**config.mk**
```make
export PLATFORM = sky130hd
export DESIGN_NAME = fetch_unit
export DESIGN_NICKNAME = d
export VERILOG_FILES = /design/src/rtl/fetch_unit.sv
export SDC_FILE = /design/constraint.sdc
export NUM_CORES = 1
export LEC_CHECK = 0
export ABC_AREA = 1
export CORE_ASPECT_RATIO = 0.8
export CORE_UTILIZATION = 53
export DETAILED_ROUTE_END_ITERATION = 8
export GPL_TIMING_DRIVEN = 0
export PLACE_DENSITY = 0.85
export SKIP_LAST_GASP = 1
export SLEW_MARGIN = 5
export SYNTH_ARGS = -nofsm -noshare
export SYNTH_HDL_FRONTEND = slang
export SYNTH_SLANG_ARGS = --single-unit
```
**constraint.sdc**
```tcl
create_clock -name clk -period 7.6 [get_ports clk]
set_input_delay 1.14 -clock clk [delete_from_list [all_inputs] [get_ports clk]]
set_output_delay 1.14 -clock clk [all_outputs]
set_load 0.01 [all_outputs]
```
**src/rtl/fetch_unit.sv**
```systemverilog
// Instruction fetch stage: owns the PC, issues one word request at a time
// over req/gnt/rvalid, and buffers returned words in a 2-entry FIFO.
// The head of the FIFO is presented to decode. Control/execute redirects
// flush the buffer and kill any response still in flight.
module fetch_unit #(
  parameter logic [31:0] RESET_PC   = 32'h0000_0000,
  parameter int          FIFO_DEPTH = 2
) (
  input  logic        clk,
  input  logic        n_rst,
  output logic        imem_req,
  output logic [31:0] imem_addr,
  input  logic        imem_gnt,
  input  logic        imem_rvalid,
  input  logic [31:0] imem_rdata,
  output logic        if_valid,
  output logic [31:0] if_instr,
  output logic [6:0]  if_opcode,
  output logic [31:0] if_pc,
  input  logic        id_ready,
  input  logic [1:0]  pc_src,
  input  logic        branch_taken,
  input  logic [31:0] branch_target,
  input  logic [31:0] jalr_target,
  output logic        fetch_fault
);

  typedef enum logic [2:0] {
    S_IDLE  = 3'd0,
    S_REQ   = 3'd1,
    S_WAIT  = 3'd2,
    S_FULL  = 3'd3,
    S_FAULT = 3'd4
  } state_t;

  localparam logic [1:0] FULL_CNT = 2'(FIFO_DEPTH);

  state_t      state_r, state_nxt_s;
  logic [31:0] pc_r, pc_nxt_s;
  logic [31:0] req_pc_r;
  logic        kill_r, kill_nxt_s;
  logic        fault_r, fault_nxt_s;
  logic        req_r;

  logic [1:0]  cnt_r, cnt_nxt_s;
  logic        valid_r;
  logic [31:0] e0_instr_r, e0_pc_r, e1_instr_r, e1_pc_r;
  logic [31:0] e0_instr_nxt_s, e0_pc_nxt_s, e1_instr_nxt_s, e1_pc_nxt_s;

  logic        redirect_s, flush_s, misalign_s;
  logic [31:0] target_s;
  logic        grant_s, resp_s, push_s, pop_s, credit_s;

  // jalr targets have bit0 forced low; anything still not word aligned faults
  assign redirect_s = ((pc_src == 2'd1) && branch_taken) || (pc_src == 2'd2);
  assign target_s   = (pc_src == 2'd2) ? (jalr_target & ~32'd1) : branch_target;
  assign misalign_s = (target_s[1:0] != 2'b00);
  assign flush_s    = redirect_s && (state_r != S_FAULT);

  assign grant_s  = (state_r == S_REQ) && imem_gnt;
  assign resp_s   = (state_r == S_WAIT) && imem_rvalid;
  assign push_s   = resp_s && !kill_r && !flush_s;
  assign pop_s    = valid_r && id_ready;
  // after a response nothing is outstanding, so only the buffer occupancy matters
  assign credit_s = (cnt_nxt_s < FULL_CNT);

  assign imem_req    = req_r;
  assign imem_addr   = pc_r;
  assign if_valid    = valid_r;
  assign if_instr    = e0_instr_r;
  assign if_opcode   = e0_instr_r[6:0];
  assign if_pc       = e0_pc_r;
  assign fetch_fault = fault_r;

  // next buffer contents: entry 0 is always the head, entry 1 the tail
  always_comb begin
    cnt_nxt_s      = cnt_r;
    e0_instr_nxt_s = e0_instr_r;
    e0_pc_nxt_s    = e0_pc_r;
    e1_instr_nxt_s = e1_instr_r;
    e1_pc_nxt_s    = e1_pc_r;
    if (flush_s) begin
      cnt_nxt_s = 2'd0;
    end else begin
      case ({push_s, pop_s})
        2'b11: begin
          if (cnt_r == 2'd1) begin
            e0_instr_nxt_s = imem_rdata;
            e0_pc_nxt_s    = req_pc_r;
          end else begin
            e0_instr_nxt_s = e1_instr_r;
            e0_pc_nxt_s    = e1_pc_r;
            e1_instr_nxt_s = imem_rdata;
            e1_pc_nxt_s    = req_pc_r;
          end
        end
        2'b10: begin
          cnt_nxt_s = cnt_r + 2'd1;
          if (cnt_r == 2'd0) begin
            e0_instr_nxt_s = imem_rdata;
            e0_pc_nxt_s    = req_pc_r;
          end else begin
            e1_instr_nxt_s = imem_rdata;
            e1_pc_nxt_s    = req_pc_r;
          end
        end
        2'b01: begin
          cnt_nxt_s      = cnt_r - 2'd1;
          e0_instr_nxt_s = e1_instr_r;
          e0_pc_nxt_s    = e1_pc_r;
        end
        default: begin
          cnt_nxt_s = cnt_r;
        end
      endcase
    end
  end

  // fetch sequencing, PC update, kill tracking and redirect/fault handling
  always_comb begin
    state_nxt_s = state_r;
    pc_nxt_s    = pc_r;
    kill_nxt_s  = kill_r;
    fault_nxt_s = fault_r;
    if (flush_s) begin
      if (misalign_s) begin
        state_nxt_s = S_FAULT;
        fault_nxt_s = 1'b1;
        kill_nxt_s  = 1'b0;
      end else begin
        pc_nxt_s = target_s;
        if (grant_s || ((state_r == S_WAIT) && !imem_rvalid)) begin
          kill_nxt_s  = 1'b1;
          state_nxt_s = S_WAIT;
        end else begin
          kill_nxt_s  = 1'b0;
          state_nxt_s = S_REQ;
        end
      end
    end else begin
      case (state_r)
        S_IDLE: state_nxt_s = S_REQ;
        S_REQ: begin
          if (grant_s) begin
            state_nxt_s = S_WAIT;
            pc_nxt_s    = pc_r + 32'd4;
          end else begin
            state_nxt_s = S_REQ;
          end
        end
        S_WAIT: begin
          if (resp_s) begin
            kill_nxt_s  = 1'b0;
            state_nxt_s = credit_s ? S_REQ : S_FULL;
          end else begin
            state_nxt_s = S_WAIT;
          end
        end
        S_FULL:  state_nxt_s = credit_s ? S_REQ : S_FULL;
        S_FAULT: state_nxt_s = S_FAULT;
        default: state_nxt_s = S_IDLE;
      endcase
    end
  end

  // control state registers
  always_ff @(posedge clk or posedge n_rst) begin
    if (n_rst) begin
      state_r  <= S_IDLE;
      pc_r     <= RESET_PC;
      req_pc_r <= RESET_PC;
      kill_r   <= 1'b0;
      fault_r  <= 1'b0;
      req_r    <= 1'b0;
    end else begin
      state_r  <= state_nxt_s;
      pc_r     <= pc_nxt_s;
      req_pc_r <= grant_s ? pc_r : req_pc_r;
      kill_r   <= kill_nxt_s;
      fault_r  <= fault_nxt_s;
      req_r    <= (state_nxt_s == S_REQ);
    end
  end

  // instruction buffer registers; head entry drives the decode outputs
  always_ff @(posedge clk or posedge n_rst) begin
    if (n_rst) begin
      cnt_r      <= 2'd0;
      valid_r    <= 1'b0;
      e0_instr_r <= 32'd0;
      e0_pc_r    <= 32'd0;
      e1_instr_r <= 32'd0;
      e1_pc_r    <= 32'd0;
    end else begin
      cnt_r      <= cnt_nxt_s;
      valid_r    <= (cnt_nxt_s != 2'd0);
      e0_instr_r <= e0_instr_nxt_s;
      e0_pc_r    <= e0_pc_nxt_s;
      e1_instr_r <= e1_instr_nxt_s;
      e1_pc_r    <= e1_pc_nxt_s;
    end
  end

endmodule

```
==> flow_summary.toml, run 1 <==
[power_and_ir_drop]
power.density_mw_per_mm2 = 318
ir_drop_uv = 237
p_leak_nw = 6.91
power_w = 0.00460

[synth]
synth_edf_count = 0
synth_top_area_share_pct = 44.8
yosysWarnings = 0
synth_nets = 1621
synth_most_common_cell = "nand2_1"
syn_area_mm2 = 0.0112
synth_cell_types = 33
syn_avg_cell_area_um2 = 7.43
synthAdderAreaFrac_pct = 0.780
ys_async_sr_fraction_pct = 100
yosysSeqAreaShare_pct = 44.8
yosys_register_bits = 201
synth_compound_area_share_pct = 21.4
synthTopCellsByCount = "404 x nand2_1, 201 x dfrtp_1, 152 x a21oi_1, 141 x nor2_1, 128 x o21ai_0"
synth-simple-area-share_pct = 22.5
synth_flop_cell = "dfrtp_1"
ys_top_cells_by_area = "dfrtp_1 45%, nand2_1 14%, a21oi_1 6.8%"
synth_top_family_by_area = "simple AND/OR/NAND/NOR gates"
synth_cells = 1510
synthMuxAreaShare_pct = 0.0892
yosysTopAreaCell = "dfrtp_1"
synthXorXnorAreaFrac_pct = 0.468

[worst_setup_path]
r2r_slack_ns = 4.28
path_buf_inv = 8
rr_startpoint = "state_r[1]"
crit_chain = "clkdlybuf4s50_1, inv_1, nand2_2, nand2_1, nand2_2, buf_6, buf_2, nand3_1, inv_1, ha_1, inv_1, buf_2, clkbuf_1, a21oi_1, a22o_1, a21oi_1"
cpPeakStageDelay_ns = 0.49
reg2reg_depth = 14
crit_family = "buffers and inverters"
crit_path_frequent_cell = "inv_1"
r2r_end = "if_pc[26]"
critPathCaptureType = "flop"
setup.worst_path.class = "in2reg"
cp.arrival_ns = 4.51
crit_required_ns = 8.03
cp_max_fo = 10
startpoint_type = "input port"
slowest_stage = "clkbuf_1"

[placed_design]
place_hpwl_mm = 25.1
place_congestion = 0.938
portBuffers = 208
place_ws_ns = 3.06

[clock_network]
cts.hold.buffers_added = 0
clk_latency_ns = 0.51
cts_tree = "done"
cts_resized = 0
htreeDepth = 1
cts_buffers = 22
cts_max_path_buffers = 3
root_buffer = "clkbuf_16"
clock-sinks = 201
cts_setup_buffers = 0
path_clk_slew_ns = 0.06

[route]
drt-pass1-iter-count = 6
ant_nets = 0
drc = 0
viasPerCell = 5.66
drtIter0Drc = 1299
wl_per_cell_um = 17.1
routed_wl_mm = 34.7
dr_total_vias = 11500
m1WireLength_mm = 14.6
topRoutingLayerUsed = "met4"
met2_length_mm = 15.6
met3WireLength_mm = 3.40

[global_routing]
grt.overflow.total = 0
grt_pass1_vias = 11000
grt.total_usage_pct = 32.2
grt_start_max_net_pins = 129
grt_antenna_before_repair = 0
grt_pass1_wl_mm = 55.9

[timing]
hold_viol_final = 0
post-route-min-period_ns = 4.08
finalMaxSlewViolations = 0
holdWs_ns = 0.485
final.period_utilization_pct = 53.7
maxSlewHeadroom_pct = 57.3
finalSetupViolCount = 0
max_freq_mhz = 245
worst_slew_pin_slew_ns = 0.641
finalWorstSetupSlack_ns = 3.52
rsz0062_at_grt = "false"
fin_skew_ns = 0.00807

[finish]
syn_to_final_growth_pct = 28.9
drive_gt1_share_pct = 6.94
multi_input_area_mm2 = 0.00508
nFillCells = 1696
seq_area_mm2 = 0.00503
finalNetCount = 1854
diodes = 0

[floorplanning]
fp.dieW_um = 165
dieArea_mm2 = 0.0218
core_mm2 = 0.0207
die_h_um = 132
initial_core_util_pct = 54.2
io_pins = 210
row_count = 47

[hold_path]
hold_class = "reg2reg"
min_to = "fetch_fault"
holdPathStages = 2
min_from = "fetch_fault"

[outcome]
outcome = "finished, final reports clean"

[flow_run]
maxCapViolCount = 0
[per-stage QoR]
step	utilization (%)	cells	setup TNS, ns	instance area (um^2)
floorplan	-	1510	0	11200
global placement	65.9	1987	-316.45	13600
detailed placement	66.1	1988	0	13700
CTS	69.9	2027	0	14500
global route	69.9	2027	0	14500
finish	69.9	2027	0	14500
[cell usage in the layout, fill, tap and decap left out, drive strengths merged, types with 3 or more instances in the layout]
master	instances
clkdlybuf4s50	208
clkbuf	60
nor2	144
nand3	66
a31oi	4
a21oi	152
buf	76
clkinv	4
dfrtp	201
ha	7
o21ai	199
inv	133
nand4	5
o211ai	5
a22o	64
bufinv	3
nand2	410
xor2	6
[worst min-delay path: cells and delay by family (launching register included)]
family	cells	cell delay [ns]
AND/OR/NAND/NOR	1	0.05
buffers and inverters	1	0.04
flip-flops	1	0.36
[worst max path at each step]
stage                   start         to  slack, ns  depth (start not counted)
finish              pc_src[0]  if_pc[26]       3.52                         16
global route        pc_src[0]  if_pc[26]       3.32                         16
CTS                 pc_src[0]  if_pc[26]       3.58                         16
detailed placement  pc_src[0]  if_pc[26]       3.06                         16
global placement        n_rst  if_pc[30]      -1.59                          2
floorplan               n_rst   cnt_r[0]       0.98                          1
[where the power goes]
part / switching, W / internal, W
clock: 0.000444 / 0.000711
combinational: 0.000877 / 0.000828
sequential: 0.000323 / 0.00141
total: 0.00164 / 0.00295
[flip-flops by register name, summed over array words and instances, names as in the netlist]
signal / count
cnt_r: 2
e1_instr_r: 32
e1_pc_r: 32
fetch_fault: 1
if_instr: 32
if_pc: 32
if_valid: 1
imem_addr: 32
imem_req: 1
kill_r: 1
req_pc_r: 32
state_r: 3
[kinds of logic after synthesis]
group / after synthesis
adder cells (fa/ha/maj): 7
multiplexers: 1
buffers and inverters: 237
AND/OR/NAND/NOR: 631
XOR/XNOR: 6
AO/OA/AOI/OAI: 427
flip-flops: 201
[layer usage]
layer,up-vias,global-route usage (%)
met1,5369,44.4
met4,0,10.0
met5,-,0
met2,588,51.1
met3,84,6.48
li1,5426,-
[final cells by class]
cell class | count | share of cell area (%)
buffer | 104 | 4.27
timing repair buffer | 209 | 14.6
tap | 269 | 2.33
sequential | 201 | 34.8
inverter | 133 | 3.50
multi-input combinational | 1072 | 35.1
clock inverter | 8 | 0.839
clock buffer | 31 | 4.60
Note: power is estimated with default switching activity, not from simulation.
==> inputs of run 2 (changes only) <==
==> constraint.sdc (replaced) <==
create_clock -name clk -period 4.3 [get_ports clk]
set_input_delay 0.645 -clock clk [delete_from_list [all_inputs] [get_ports clk]]
set_output_delay 0.645 -clock clk [all_outputs]
set_load 0.01 [all_outputs]
==> flow_summary.toml, run 2 (synthesis results as in run 1) <==
[power_and_ir_drop]
power.density_mw_per_mm2 = 552
p_leak_nw = 6.91
power_w = 0.00799
ir_drop_uv = 373

[timing]
maxSlewHeadroom_pct = 51.7
hold_viol_final = 0
finalSetupViolCount = 0
max_freq_mhz = 279
final.period_utilization_pct = 83.5
worst_slew_pin_slew_ns = 0.723
rsz0062_at_grt = "false"
post-route-min-period_ns = 3.59
fin_tns_setup_ns = 0
fin_skew_ns = 0.00671
finalMaxSlewViolations = 0

[placed_design]
place_hpwl_mm = 25.6
place_area_mm2 = 0.0137
portBuffers = 208
place_congestion = 0.937
dp.cells = 1992

[floorplanning]
row_count = 47
core_mm2 = 0.0207
initial_core_util_pct = 54.2
io_pins = 210
fp.dieW_um = 165
die_h_um = 132
dieArea_mm2 = 0.0218

[clock_network]
clock-sinks = 201
clk_latency_ns = 0.51
cts_tree = "done"
path_clk_slew_ns = 0.06
cts_max_path_buffers = 3
htreeDepth = 1
cts.hold.buffers_added = 0
root_buffer = "clkbuf_16"
cts_buffers = 23
cts_setup_buffers = 0
cts_resized = 0

[worst_setup_path]
reg2reg_depth = 13
cp.arrival_ns = 3.98
r2r_end = "if_pc[3]"
r2r_slack_ns = 1.01
crit_required_ns = 4.69
startpoint_type = "input port"
cp_max_fo = 10
rr_startpoint = "state_r[1]"
setup.worst_path.class = "in2reg"
critPathCaptureType = "flop"
crit_path_start = "pc_src[0]"

[outcome]
outcome = "finished, final reports clean"

[route]
wl_per_cell_um = 17.0
drtIter0Drc = 1153
drt-pass1-iter-count = 6
drc = 0
routed_wl_mm = 34.5
viasPerCell = 5.64
dr_total_vias = 11500
ant_nets = 0

[hold_path]
min_to = "imem_addr[0]"
holdPathStages = 2
min_from = "imem_addr[0]"
hold_class = "reg2reg"

[global_routing]
grt_start_max_net_pins = 42
grt_antenna_before_repair = 0
grt.overflow.total = 0
grt_pass1_wl_mm = 55.0
grt_pass1_vias = 11000
grt.total_usage_pct = 31.7

[finish]
nFillCells = 1699
syn_to_final_growth_pct = 28.9
fin_area_mm2 = 0.0145
final_cell_mix = "404 x nand2_1, 208 x clkdlybuf4s50_1, 201 x dfrtp_1, 152 x a21oi_1, 141 x nor2_1"
seq_area_mm2 = 0.00503
final_common_cell = "nand2_1"
drive_gt1_share_pct = 7.03
multi_input_area_mm2 = 0.00508
finalNetCount = 1859
diodes = 0
final_util_pct = 69.9
layoutNonFillerInstCount = 2032

[flow_run]
maxCapViolCount = 0
[run 2: how the worst max path moves through the flow]
stage,end,depth (start not counted)
floorplan,cnt_r[0],1
global placement,if_pc[30],2
detailed placement,if_pc[4],15
CTS,if_pc[4],15
global route,if_pc[11],16
finish,if_pc[3],15
[run 2: final cells by class]
type	instances	share of cell area, %
inverter	133	3.48
tap	269	2.33
timing repair buffer	213	15.1
sequential	201	34.8
clock buffer	33	4.58
multi-input combinational	1072	35.1
clock inverter	7	0.432
buffer	104	4.27
[run 2: power breakdown]
part	internal, W	switching, W	total (W)
Sequential	0.00250	0.000567	0.00307
Combinational	0.00147	0.00156	0.00303
Clock	0.00113	0.000778	0.00190
Total	0.00509	0.00290	0.00799
[run 2: critical path, cell delays in order]
cell and delay [ns]:
clkdlybuf4s50_1 0.48, inv_1 0.06, nand2_2 0.14, nand2_1 0.11, nand2_2 0.14, buf_6 0.18
buf_2 0.27, nand3_1 0.19, inv_1 0.14, ha_1 0.31, inv_1 0.12, clkbuf_1 0.37
clkbuf_1 0.48, a22o_1 0.26, a21oi_1 0.07
[run 2: layer usage]
layer | track usage, % | up-vias | wire length (um)
li1 | - | 5438 | -
met4 | 9.84 | 0 | 969
met5 | 0 | - | 0
met3 | 6.01 | 71 | 3130
met2 | 50.4 | 551 | 15500
met1 | 43.8 | 5399 | 14800
[run 2: per-stage QoR]
step	hold WS [ns]	worst slack (ns)
floorplan	0.475	1.05
global placement	0.475	-0.480
detailed placement	0.480	0.294
CTS	0.495	0.798
global route	0.518	0.573
finish	0.488	0.710
